[config.mk]
export PLATFORM = sky130hd
export DESIGN_NAME = lab9_mult_arbiter
export DESIGN_NICKNAME = d
export VERILOG_FILES = /design/src/rtl/lab9_mult_arb_pkg.sv /design/src/rtl/lab9_rr_arb2.sv /design/src/rtl/lab9_mult_arbiter.sv
export SDC_FILE = /design/constraint.sdc
export NUM_CORES = 1
export LEC_CHECK = 0
export BUFFER_PORTS_ARGS = -buffer_cell sky130_fd_sc_hd__buf_2
export CORE_MARGIN = 2
export CORE_UTILIZATION = 46
export DETAILED_ROUTE_END_ITERATION = 12
export GPL_TIMING_DRIVEN = 1
export PLACE_DENSITY = 0.77
export SETUP_SLACK_MARGIN = 0.02
export SLEW_MARGIN = 0
export SYNTH_ARGS = -nofsm -noshare
export SYNTH_HDL_FRONTEND = slang
export SYNTH_SLANG_ARGS = --single-unit
[constraint.sdc]
create_clock -name clk -period 2.1 [get_ports clk]
set_input_delay 0.21 -clock clk [delete_from_list [all_inputs] [get_ports clk]]
set_output_delay 0.21 -clock clk [all_outputs]
set_load 0.02 [all_outputs]
[src/rtl/lab9_mult_arb_pkg.sv]
// lab9_mult_arb_pkg -- shared types and default sizing for the multiplier arbiter.
package lab9_mult_arb_pkg;

    localparam int DEF_WIDTH   = 8;
    localparam int DEF_TIMEOUT = 40;

    typedef enum logic [1:0] {
        ST_IDLE,
        ST_LOAD,
        ST_WAIT,
        ST_DONE
    } state_t;

endpackage

[src/rtl/lab9_rr_arb2.sv]
// lab9_rr_arb2 -- two-way round-robin pick.
// pick=0 selects requester 0, pick=1 selects requester 1.
// last=1 means requester 1 was served most recently.
module lab9_rr_arb2
    import lab9_mult_arb_pkg::*;
(
    input  logic req0,
    input  logic req1,
    input  logic last,
    output logic pick,
    output logic valid
);

    // A lone request always wins; a tie goes to whoever was not served last
    always_comb begin
        valid = req0 | req1;
        pick  = 1'b0;
        if (req0 && req1) begin
            pick = ~last;
        end else if (req1) begin
            pick = 1'b1;
        end
    end

endmodule

[src/rtl/lab9_mult_arbiter.sv]
// lab9_mult_arbiter -- shares one serial multiplier between two requesters.
// Sequence per transaction: IDLE (grant) -> LOAD (start strobe) -> WAIT -> DONE.
// Optional WAIT-state watchdog: define MULT_ARB_TIMEOUT_EN.
module lab9_mult_arbiter
    import lab9_mult_arb_pkg::*;
#(
    parameter int WIDTH   = DEF_WIDTH,
    parameter int TIMEOUT = DEF_TIMEOUT
) (
    input  logic               clk,
    input  logic               rst_n,
    input  logic               req0,
    input  logic               req1,
    input  logic [WIDTH-1:0]   a0,
    input  logic [WIDTH-1:0]   b0,
    input  logic [WIDTH-1:0]   a1,
    input  logic [WIDTH-1:0]   b1,
    output logic               gnt0,
    output logic               gnt1,
    output logic               done0,
    output logic               done1,
    output logic [2*WIDTH-1:0] prod0,
    output logic [2*WIDTH-1:0] prod1,
    output logic               err,
    output logic               busy,
    output logic               mul_rst,
    output logic [WIDTH-1:0]   mul_a,
    output logic [WIDTH-1:0]   mul_b,
    input  logic [2*WIDTH-1:0] mul_out,
    input  logic               mul_valid
);

    state_t           state;
    state_t           state_next;
    logic             owner;
    logic             last;
    logic             pick;
    logic             pick_valid;
    logic             grant_fire;
    logic             finish;
    logic             timed_out;
    logic [WIDTH-1:0] op_a;
    logic [WIDTH-1:0] op_b;

    lab9_rr_arb2 u_arb (
        .req0  (req0),
        .req1  (req1),
        .last  (last),
        .pick  (pick),
        .valid (pick_valid)
    );

    assign grant_fire = (state == ST_IDLE) && pick_valid;
    assign finish     = (state == ST_WAIT) && (mul_valid || timed_out);

    // Grants are combinational in IDLE so the requester sees the accept in the capture cycle
    assign gnt0    = rst_n && grant_fire && !pick;
    assign gnt1    = rst_n && grant_fire && pick;
    assign busy    = (state != ST_IDLE);
    assign mul_rst = !rst_n || (state == ST_LOAD);
    assign mul_a   = op_a;
    assign mul_b   = op_b;

    // State register
    always_ff @(posedge clk or negedge rst_n) begin
        if (!rst_n) begin
            state <= ST_IDLE;
        end else begin
            state <= state_next;
        end
    end

    // Next-state: one cycle each in LOAD and DONE, WAIT until result (or watchdog)
    always_comb begin
        state_next = state;
        case (state)
            ST_IDLE: if (pick_valid) state_next = ST_LOAD;
            ST_LOAD: state_next = ST_WAIT;
            ST_WAIT: if (finish) state_next = ST_DONE;
            ST_DONE: state_next = ST_IDLE;
            default: state_next = ST_IDLE;
        endcase
    end

    // Capture the winner's operands and remember it for the round-robin tie-break
    always_ff @(posedge clk or negedge rst_n) begin
        if (!rst_n) begin
            op_a  <= '0;
            op_b  <= '0;
            owner <= 1'b0;
            last  <= 1'b1;
        end else if (grant_fire) begin
            op_a  <= pick ? a1 : a0;
            op_b  <= pick ? b1 : b0;
            owner <= pick;
            last  <= pick;
        end
    end

    // Store the result for the owner only and pulse its done in the DONE cycle
    always_ff @(posedge clk or negedge rst_n) begin
        if (!rst_n) begin
            prod0 <= '0;
            prod1 <= '0;
            done0 <= 1'b0;
            done1 <= 1'b0;
        end else begin
            done0 <= finish && !owner;
            done1 <= finish && owner;
            if (finish && !owner) prod0 <= mul_valid ? mul_out : '0;
            if (finish && owner)  prod1 <= mul_valid ? mul_out : '0;
        end
    end

`ifdef MULT_ARB_TIMEOUT_EN
    localparam int CNT_W = $clog2(TIMEOUT + 1);

    logic [CNT_W-1:0] wait_cnt;
    logic             err_q;

    // Count cycles spent in WAIT; cleared in every other state
    always_ff @(posedge clk or negedge rst_n) begin
        if (!rst_n) begin
            wait_cnt <= '0;
        end else if (state == ST_WAIT) begin
            wait_cnt <= wait_cnt + 1'b1;
        end else begin
            wait_cnt <= '0;
        end
    end

    // A real result in the last allowed cycle still wins over the watchdog
    assign timed_out = (state == ST_WAIT) && !mul_valid && (wait_cnt == CNT_W'(TIMEOUT - 1));

    // Flag a watchdog-terminated transaction alongside its done pulse
    always_ff @(posedge clk or negedge rst_n) begin
        if (!rst_n) begin
            err_q <= 1'b0;
        end else begin
            err_q <= finish && timed_out;
        end
    end

    assign err = err_q;
`else
    // Without the watchdog the timeout parameter has no effect
    logic [31:0] unused_timeout;
    assign unused_timeout = TIMEOUT;
    assign timed_out      = 1'b0;
    assign err            = 1'b0;
`endif

endmodule

==> flow_metrics.py <==
metrics = {
    "run_status": {
        "status": "finished clean",
    },
    "logic_synthesis": {
        "yosysSeqAreaShare": 0.604,
        "synth_enable_flop_cells": 0,
        "synth.cell_area_um2": 2240,
        "synth.top_cells.by_count": "53 x dfrtp_1, 33 x a21oi_1, 32 x mux2_2",
        "ys_async_sr_fraction": 1.00,
        "post-synth-top-area-fraction": 0.593,
        "postSynthNetCount": 241,
        "postSynthRegisterBits": 54,
        "post-synth-top-count-cell": "dfrtp_1",
        "synth.avg_cell_area_um2": 12.1,
        "netlist_instances": 185,
        "yosysTopAreaCell": "dfrtp_1",
        "ys_warn_count": 0,
        "synthFlopType": "dfrtp_1",
        "synth.area.top_cells": "dfrtp_1 59%, mux2_2 16%, a21oi_1 7.4%",
        "synth_cell_type_count": 25,
    },
    "setup_path": {
        "critPathKind": "reg2out",
        "worst_ep_required_time_ns": 1.89,
        "critical_path.startpoint": "last$_DFFE_PN1P_",
        "worst_setup_path_end_kind": "output port",
        "worst_setup_path_start_kind": "register",
        "timing.critical_path.arrival_ns": 1.71,
        "worst-r2r-cell-count": 4,
        "crit-reg2reg-capture": "prod0[15]$_DFFE_PN0P_",
        "crit_path_end": "gnt1",
        "worstReg2RegStart": "state[0]$_DFFE_PN0P_",
        "ff2ff_setup_slack_ns": 0.44,
        "critical_path_peak_fanout": 17,
    },
    "clock_tree": {
        "clock_tree_from_tritoncts": "done",
        "htree_levels": 2,
        "root_buffer": "clkbuf_8",
        "cts_made_buffers": 5,
        "max-clock-path-buffers": 2,
        "clock_latency_ns": 0.30,
        "clkTransAtPathRegs_ns": 0.09,
        "cts_resized": 0,
        "numClockSinks": 54,
    },
    "sta": {
        "hold_ws_ns": 0.130,
        "timing.max_slew.rel_slack": 0.499,
        "rsz_0062_raised_after_global_routing": "no",
        "totalNegativeSetupSlack_ns": 0,
        "worst_skew_ns": 0.00457,
        "worst_slack_ns": 0.180,
        "final-setup-viol-count": 0,
        "final_hold_viol_count": 0,
        "timing.fmax_mhz": 521,
        "report.final.slew_viol_count": 0,
        "finalCriticalPeriod_ns": 1.92,
        "period_share": 0.914,
        "tightest_pin_transition_ns": 0.747,
    },
    "global_route": {
        "antenna_found_initial": 0,
        "grt_pass1_vias": 1737,
        "leftover_overflow_at_the_end_of_global_routing": 0,
        "grt_start_max_net_pins": 32,
        "first_pass_grt_wire_length_mm": 7.72,
        "global_route.usage.total": 0.187,
    },
    "route": {
        "wl_per_cell_um": 14.1,
        "routed_wirelength_mm": 4.93,
        "route.vias.total": 1773,
        "first_iter_violations": 124,
        "via_per_inst": 5.08,
        "drt_pass1_iterations": 4,
        "postRouteAntennaNets": 0,
        "post-route-drc-count": 0,
    },
    "die": {
        "core_region_area_um2": 4690,
        "io-pin-count": 108,
        "die_width_um": 73.8,
        "initial_utilization": 0.477,
        "fp-row-count": 25,
        "y_dimension_of_the_die_um": 73.8,
        "die-area_um2": 5440,
    },
    "finish": {
        "layout-area-overhead-vs-synth_pct": 30.5,
        "design.final.nets": 350,
        "antenna_cells": 0,
        "fraction_of_final_layout_cells_with_drive_strength_greater_than_1": 0.536,
        "final_util": 0.623,
    },
    "hold_path": {
        "hold_path_class": "in2reg",
    },
    "placement": {
        "placement.setup.worst_slack_ns": 0.417,
        "gp_congestion": 0.822,
        "buffer_ports.inserted": 106,
        "place.detailed.hpwl_mm": 3.59,
    },
    "power": {
        "peakVddDrop_uv": 773,
        "powerDensity_nw_per_um2": 1600,
        "power.static_leakage_nw": 1.52,
    },
    "job": {
        "timing.max_cap.violations": 0,
    },
}
[metal layers]
metal  wire (um)  GRT usage
met1        2020      0.214
met2        2600      0.336
met3         249     0.0521
met4          58     0.0586
met5           0          0
[how the worst min path moves through the flow]
stage	from	to	cells past startpoint
CTS	a0[0]	mul_a[0]$_DFFE_PN0P_	3
global route	a0[3]	mul_a[3]$_DFFE_PN0P_	3
finish	a0[0]	mul_a[0]$_DFFE_PN0P_	3
floorplan	rst_n	done0$_DFF_PN0_	0
global placement	rst_n	mul_a[7]$_DFFE_PN0P_	1
detailed placement	rst_n	mul_a[7]$_DFFE_PN0P_	1
[cell families (layout without fill, tap and decap cells)]
kind of cell	Yosys count	in the layout	share of synthesized area
compound gates	41	41	0.104
fa+ha+maj	3	3	0.0168
buf+inv	15	125	0.0324
flops	54	54	0.604
mux	33	33	0.168
other cells	1	1	0.00168
simple gates	38	38	0.0732
[where the power goes]
group	leakage (nW)	switching (W)	total, W	internal (W)
registers	0.636	0.000261	0.00183	0.00157
logic	0.834	0.00134	0.00226	0.000917
clock network	0.0472	0.000325	0.000590	0.000266
[layout by cell type, fill, tap and decap left out]
cell	n
a21oi_1	33
mux2_2	32
a21boi_2	1
and3_1	2
dfstp_2	1
nand2b_1	1
a21bo_2	1
conb_1	1
mux2_4	1
o21a_1	1
o21ai_2	1
dlygate4sd3_1	1
inv_2	1
dfrtp_1	53
ha_1	3
nor2_1	16
clkinv_2	1
buf_2	106
clkinvlp_4	1
inv_1	5
a31oi_1	1
clkbuf_8	6
o32a_1	1
nand2_1	17
o21ai_0	1
buf_4	4
o22a_1	1
nand3_2	1
nand3b_2	1
[per-stage QoR]
stage	cell area, um^2	total power [W]	std cells
2_1_floorplan	2240	0.00335	185
3_3_place_gp	2820	0.00406	340
3_5_place_dp	2820	0.00412	340
4_1_cts	2920	0.00472	349
5_1_grt	2920	0.00501	349
6_report	2920	0.00468	349
[flip-flops by register name, indices dropped and copies added (netlist names)]
register / flops
owner: 1
prod0: 16
last: 1
state: 2
done0: 1
prod1: 16
done1: 1
mul_b: 8
mul_a: 8
[timing repair]
item,4_1_cts,5_1_grt
endpoints found under the hold margin,4,0
hold buffers,1,0
setup buffers,0,0
setup endpoints to repair,0,0
[cell type report]
class,count,area [um^2]
clock buffer,6,82.6
clock inverter,2,12.5
fill,387,1770
inverter,6,22.5
multi-input combinational,116,813
sequential,54,1350
tap,54,67.6
timing repair buffer,111,571
[worst max-delay path: stages, from the launching register on]
cell	delay [ns]
dfstp_2	0.40
a21boi_2	0.60
and3_1	0.24
buf_2	0.17
Power figures use the tool's default switching activity.
